File: src/rtl/fifo_burst_reader_if.sv
// Bundles the FIFO read port and the outgoing stream of fifo_burst_reader.
// Handshake: a stream word transfers on any rclk edge where out_valid & out_ready;
// out_valid/out_data never change while out_valid=1 and out_ready=0.
interface fifo_burst_reader_if #(
  parameter int DATA_WIDTH = 8
);
  logic                  rinc;
  logic                  rempty;
  logic [DATA_WIDTH-1:0] rdata;
  logic                  out_valid;
  logic [DATA_WIDTH-1:0] out_data;
  logic                  out_ready;

  modport master (
    output rinc,
    input  rempty,
    input  rdata,
    output out_valid,
    output out_data,
    input  out_ready
  );

  modport slave (
    input  rinc,
    output rempty,
    output rdata,
    input  out_valid,
    input  out_data,
    output out_ready
  );
endinterface

File: src/rtl/fifo_burst_reader.sv
// Read-domain burst consumer: pops burst_len FIFO words into a 2-entry skid
// buffer, streams them out in order, and keeps a word count and XOR checksum.
module fifo_burst_reader #(
  parameter int DATA_WIDTH = 8,
  parameter int LEN_WIDTH  = 8
) (
  input  logic                  rclk,
  input  logic                  rrst_n,
  input  logic                  start,
  input  logic [LEN_WIDTH-1:0]  burst_len,
  fifo_burst_reader_if.master   bus,
  output logic                  busy,
  output logic                  done,
  output logic [LEN_WIDTH-1:0]  words_out,
  output logic [DATA_WIDTH-1:0] checksum,
  output logic [1:0]            dbg_state
);

  typedef enum logic [1:0] {
    S_IDLE  = 2'd0,
    S_READ  = 2'd1,
    S_DRAIN = 2'd2,
    S_DONE  = 2'd3
  } state_e;

  state_e                state_q, state_d;
  logic [LEN_WIDTH-1:0]  pops_left_q, pops_left_d;
  logic [1:0]            occ_q, occ_d;
  logic [DATA_WIDTH-1:0] data0_q, data0_d;
  logic [DATA_WIDTH-1:0] data1_q, data1_d;
  logic                  valid_q, valid_d;
  logic [LEN_WIDTH-1:0]  words_q, words_d;
  logic [DATA_WIDTH-1:0] csum_q, csum_d;
  logic                  rinc_c;
  logic                  fire;

  always_ff @(posedge rclk or negedge rrst_n) begin
    if (!rrst_n) begin
      state_q     <= S_IDLE;
      pops_left_q <= '0;
      occ_q       <= 2'd0;
      data0_q     <= '0;
      data1_q     <= '0;
      valid_q     <= 1'b0;
      words_q     <= '0;
      csum_q      <= '0;
    end else begin
      state_q     <= state_d;
      pops_left_q <= pops_left_d;
      occ_q       <= occ_d;
      data0_q     <= data0_d;
      data1_q     <= data1_d;
      valid_q     <= valid_d;
      words_q     <= words_d;
      csum_q      <= csum_d;
    end
  end

  always_comb begin
    state_d     = state_q;
    pops_left_d = pops_left_q;
    occ_d       = occ_q;
    data0_d     = data0_q;
    data1_d     = data1_q;
    words_d     = words_q;
    csum_d      = csum_q;
    rinc_c      = 1'b0;
    fire        = valid_q & bus.out_ready;

    if (fire) begin
      words_d = words_q + LEN_WIDTH'(1);
      csum_d  = csum_q ^ data0_q;
    end

    case (state_q)
      S_IDLE: begin
        if (start) begin
          words_d = '0;
          csum_d  = '0;
          if (burst_len != '0) begin
            state_d     = S_READ;
            pops_left_d = burst_len;
          end else begin
            state_d = S_DONE;
          end
        end
      end
      S_READ: begin
        // A full buffer may still take a word when its head leaves this cycle.
        rinc_c = !bus.rempty & ((occ_q != 2'd2) | fire);
        if (rinc_c) begin
          pops_left_d = pops_left_q - LEN_WIDTH'(1);
          if (pops_left_q == LEN_WIDTH'(1)) state_d = S_DRAIN;
        end
      end
      S_DRAIN: begin
        if ((occ_q == 2'd0) || ((occ_q == 2'd1) && fire)) state_d = S_DONE;
      end
      S_DONE: begin
        state_d = S_IDLE;
      end
      default: begin
        state_d = S_IDLE;
      end
    endcase

    case ({rinc_c, fire})
      2'b10: begin
        occ_d = occ_q + 2'd1;
        if (occ_q == 2'd0) data0_d = bus.rdata;
        else               data1_d = bus.rdata;
      end
      2'b01: begin
        occ_d   = occ_q - 2'd1;
        data0_d = data1_q;
      end
      2'b11: begin
        // Head leaves and a new word arrives: occupancy holds, order shifts.
        if (occ_q == 2'd1) begin
          data0_d = bus.rdata;
        end else begin
          data0_d = data1_q;
          data1_d = bus.rdata;
        end
      end
      default: begin
        occ_d = occ_q;
      end
    endcase

    valid_d = (occ_d != 2'd0);
  end

  assign bus.rinc      = rinc_c;
  assign bus.out_valid = valid_q;
  assign bus.out_data  = data0_q;
  assign busy          = (state_q != S_IDLE);
  assign done          = (state_q == S_DONE);
  assign words_out     = words_q;
  assign checksum      = csum_q;
  assign dbg_state     = state_q;

endmodule

File: src/flat_wrapper.sv
// flat-port wrapper written by rule: the top's interface ports become plain ports
module fifo_burst_reader_flat 
#(
  parameter int DATA_WIDTH = 8,
  parameter int LEN_WIDTH  = 8
)
  (rclk, rrst_n, start, burst_len, busy, done, words_out, checksum, dbg_state, bus_rinc, bus_rempty, bus_rdata, bus_out_valid, bus_out_data, bus_out_ready);
  fifo_burst_reader_if #(.DATA_WIDTH(DATA_WIDTH)) bus_i ();
  input  logic rclk;
  input  logic rrst_n;
  input  logic start;
  input  logic [LEN_WIDTH-1:0] burst_len;
  output logic busy;
  output logic done;
  output logic [LEN_WIDTH-1:0] words_out;
  output logic [DATA_WIDTH-1:0] checksum;
  output logic [1:0] dbg_state;
  output wire logic [$bits(bus_i.rinc)-1:0] bus_rinc;
  input wire logic [$bits(bus_i.rempty)-1:0] bus_rempty;
  input wire logic [$bits(bus_i.rdata)-1:0] bus_rdata;
  output wire logic [$bits(bus_i.out_valid)-1:0] bus_out_valid;
  output wire logic [$bits(bus_i.out_data)-1:0] bus_out_data;
  input wire logic [$bits(bus_i.out_ready)-1:0] bus_out_ready;
  assign bus_rinc = bus_i.rinc;
  assign bus_i.rempty = bus_rempty;
  assign bus_i.rdata = bus_rdata;
  assign bus_out_valid = bus_i.out_valid;
  assign bus_out_data = bus_i.out_data;
  assign bus_i.out_ready = bus_out_ready;
  fifo_burst_reader #(.DATA_WIDTH(DATA_WIDTH), .LEN_WIDTH(LEN_WIDTH)) u_core (.rclk(rclk), .rrst_n(rrst_n), .start(start), .burst_len(burst_len), .bus(bus_i), .busy(busy), .done(done), .words_out(words_out), .checksum(checksum), .dbg_state(dbg_state));
endmodule
File: config.mk
export PLATFORM = sky130hd
export DESIGN_NAME = fifo_burst_reader_flat
export DESIGN_NICKNAME = d
export VERILOG_FILES = /design/src/rtl/fifo_burst_reader_if.sv /design/src/rtl/fifo_burst_reader.sv /design/src/flat_wrapper.sv
export SDC_FILE = /design/constraint.sdc
export NUM_CORES = 1
export LEC_CHECK = 0
export ABC_AREA = 1
export BUFFER_PORTS_ARGS = -buffer_cell sky130_fd_sc_hd__clkbuf_2
export CAP_MARGIN = 5
export CORE_ASPECT_RATIO = 1.25
export CORE_UTILIZATION = 49
export DETAILED_ROUTE_END_ITERATION = 16
export PLACE_DENSITY_LB_ADDON = 0.15
export REMOVE_ABC_BUFFERS = 1
export SYNTH_ARGS = -nofsm -noshare
export SYNTH_HDL_FRONTEND = slang
export SYNTH_SLANG_ARGS = --single-unit
File: constraint.sdc
create_clock -name rclk -period 2 [get_ports rclk]
set_input_delay 0.3 -clock rclk [delete_from_list [all_inputs] [get_ports rclk]]
set_output_delay 0.3 -clock rclk [all_outputs]
set_load 0.01 [all_outputs]
==> qor.txt <==
Initial core utilization = 0.523
Placer Congestion = 0.807
Critical-path top delay cell = dfrtp_1
Total grt overflow = 0
Max Freq = 0.523 GHz
Num CTS Buffers = 5
Final TNS setup = 0 ps
Drt initial violations = 112
Port Buffers = 50
Post-synthesis register bit count = 45
Die Width = 66.2 µm
Die Y = 82.3 µm
First-pass GRT wire length = 9.54 mm
Post-synth EDFFs = 0
Total track usage = 0.231
Syn Inst Count = 335
Layout cells sized above 1 = 0.249
Biggest area consumer among synthesized cells = dfrtp_1
Synth cell count leaders = nand2_1, inv_1, o21ai_0, dfrtp_1, nor2_1
Worst Path Required = 2230 ps
Detail Route Antenna Nets = 0
Hold buffers post-CTS = 0
CP arrival = 2140 ps
Die area = 0.00545 mm²
Slowest stage delay, CP = 390 ps
Site Rows = 28
1st-pass router iterations = 4
Yosys warnings = 0
Total wire length = 5.65 mm
Initial antenna violation count = 0
Layout area overhead = 24.7%
Reg2reg setup slack = 90 ps
CTS tree = yes
Clock skew = 7.62 ps
Post-Syn Area = 0.00253 mm²
Max IR drop VDD = 0.725 mV
Ys flop type = dfrtp_1
Critical-path maximum fanout = 5
Boundary pin count = 51
DR DRC count = 0
Drt via density = 5.00
Worst relative slew slack = 0.617
H-tree depth = 2
Synth top area share = 0.446
Worst-Skew Late Latency = 310 ps
Setup-failing EPs final = 0
Wire per inst = 12.0 µm
Inserted Diodes = 0
Final #Nets = 444
P_leak = 1.69 nW
Crit end category = register
CORE AREA = 0.00483 mm²
Post-synthesis cell type count = 26
Max cap viols = 0
Clk sinks = 45
Hpwl dp = 4.05 mm
Worst-case clock buffer depth = 2
Final Hold Viols = 0
Avg Synthesized Cell Area = 7.54 µm²
HP Class = primary input to async pin
Power Density = 1400 mW/mm²
Worst slew pin tran = 575 ps
Root Buffer Master = clkbuf_8
Kind of critical path = register to register
Post-synth ARST share = 1.00
Setup WS pre-CTS = -30.6 ps
Final period util = 0.956
Largest cells by area after synthesis = dfrtp_1, nand2_1, o21ai_0
Seq/Total Area, Yosys = 0.446
CP startpoint kind = register
Largest net degree at the start of global routing = 46
Pins Over Slew Limit = 0
Clk pin slew, worst setup/hold paths = 90 ps
Outcome = complete, no violations
Period minus WS final = 1910 ps
Vias in the first global route = 2,211
Most common cell in the netlist = nand2_1
Worst setup margin = 88.7 ps
Via count = 2,343
CP Cell Sequence = inv_1 > ha_1 > inv_2 > nor2_4 > buf_6 > ha_4 > inv_2 > o21ai_4 > buf_6 > nand3_1 > o21ai_1 > nand2_1 > o21ai_1
-- registers in the layout, summed over array words and instances (netlist names) --
| signal | cells |
|---|---|
| u_core.dbg_state | 2 |
| u_core.checksum | 8 |
| u_core.words_out | 8 |
| u_core.bus.out_data | 8 |
| u_core.data1_q | 8 |
| u_core.pops_left_q | 8 |
| u_core.bus.out_valid | 1 |
| u_core.occ_q | 2 |
-- critical path: cells and delay by family, from the launching register on --
kind                       cells  cell delay [ps]
AOI/OAI and AO/OA              3              390
adders and majority gates      2              350
buffers and inverters          5              470
DFF                            1              390
and+or+nand+nor                3              250
-- stage by stage --
step / hold WS (ps) / util / instance area [µm²] / power, mW / instances
after floorplan: 4.41 / - / 2490 / 2.86 / 328
after global placement: 425 / 0.611 / 2950 / 3.65 / 455
after detailed placement: 425 / 0.611 / 2950 / 3.71 / 455
after CTS: 87.0 / 0.632 / 3050 / 4.33 / 463
after global routing: 118 / 0.652 / 3150 / 4.86 / 469
final: 60.0 / 0.652 / 3150 / 4.42 / 469
-- power breakdown --
part           internal [mW]  switching (mW)
sequential              1.29           0.274
clock                  0.248           0.342
combinational          0.943            1.32
total                   2.48            1.94
-- logic make-up after synthesis --
kind of cell / share of synthesized area
adder cells (fa/ha/maj): 0.0743
AND/OR/NAND/NOR: 0.232
AO/OA/AOI/OAI: 0.149
flip-flops: 0.446
buffers and inverters: 0.0955
XOR/XNOR: 0.00347
-- layout by cell type (no fill, tap or decap), drive strengths merged --
cell and n:
buf 23, nand4 2, nor3 3, ha 15, xnor2 1, clkinv 1, o21ai 50, clkbuf 55
dfrtp 45, clkinvlp 1, a31oi 1, o21a 2, o21bai 1, o211ai 2, a21oi 14, inv 55
nand2 78, or2 2, nor2 37, nand3 21
-- final timing paths --
check	startpoint	to	depth (start not counted)
max	u_core.dbg_state[1]$_DFFE_PN0P_	u_core.bus.out_data[2]$_DFFE_PN0P_	13
min	rrst_n	u_core.pops_left_q[1]$_DFFE_PN0P_	2
max reg2reg	u_core.dbg_state[1]$_DFFE_PN0P_	u_core.bus.out_data[2]$_DFFE_PN0P_	13
min reg2reg	u_core.checksum[4]$_DFF_PN0_	u_core.checksum[4]$_DFF_PN0_	1
max in group asynchronous	rrst_n	u_core.checksum[6]$_DFF_PN0_	2
min in group rclk	bus_rdata[5]	u_core.data1_q[5]$_DFFE_PN0P_	3
-- area by class of cell --
| type | count | area (µm²) |
|---|---|---|
| clock buffers | 5 | 68.8 |
| clock inverters | 3 | 21.3 |
| fillers | 441 | 1680 |
| inverters | 54 | 203 |
| multi-input cells | 229 | 1200 |
| flip-flops and latches | 45 | 1130 |
| well taps | 60 | 75.1 |
| repair buffers | 73 | 454 |
-- per-layer routing --
metal	vias up	share of wire	GRT usage
li1	1207	-	-
met1	1080	0.44	0.274
met2	52	0.51	0.406
met3	4	0.041	0.0453
met4	0	0.0087	0.0936
met5	-	0	0
-- repair_timing --
item                                    CTS  global route
pin swaps                                 0             5
endpoints found under the setup margin    8            10
gates resized for setup                   2            24
setup buffers                             0             6
(Power assumes the default switching activity.)
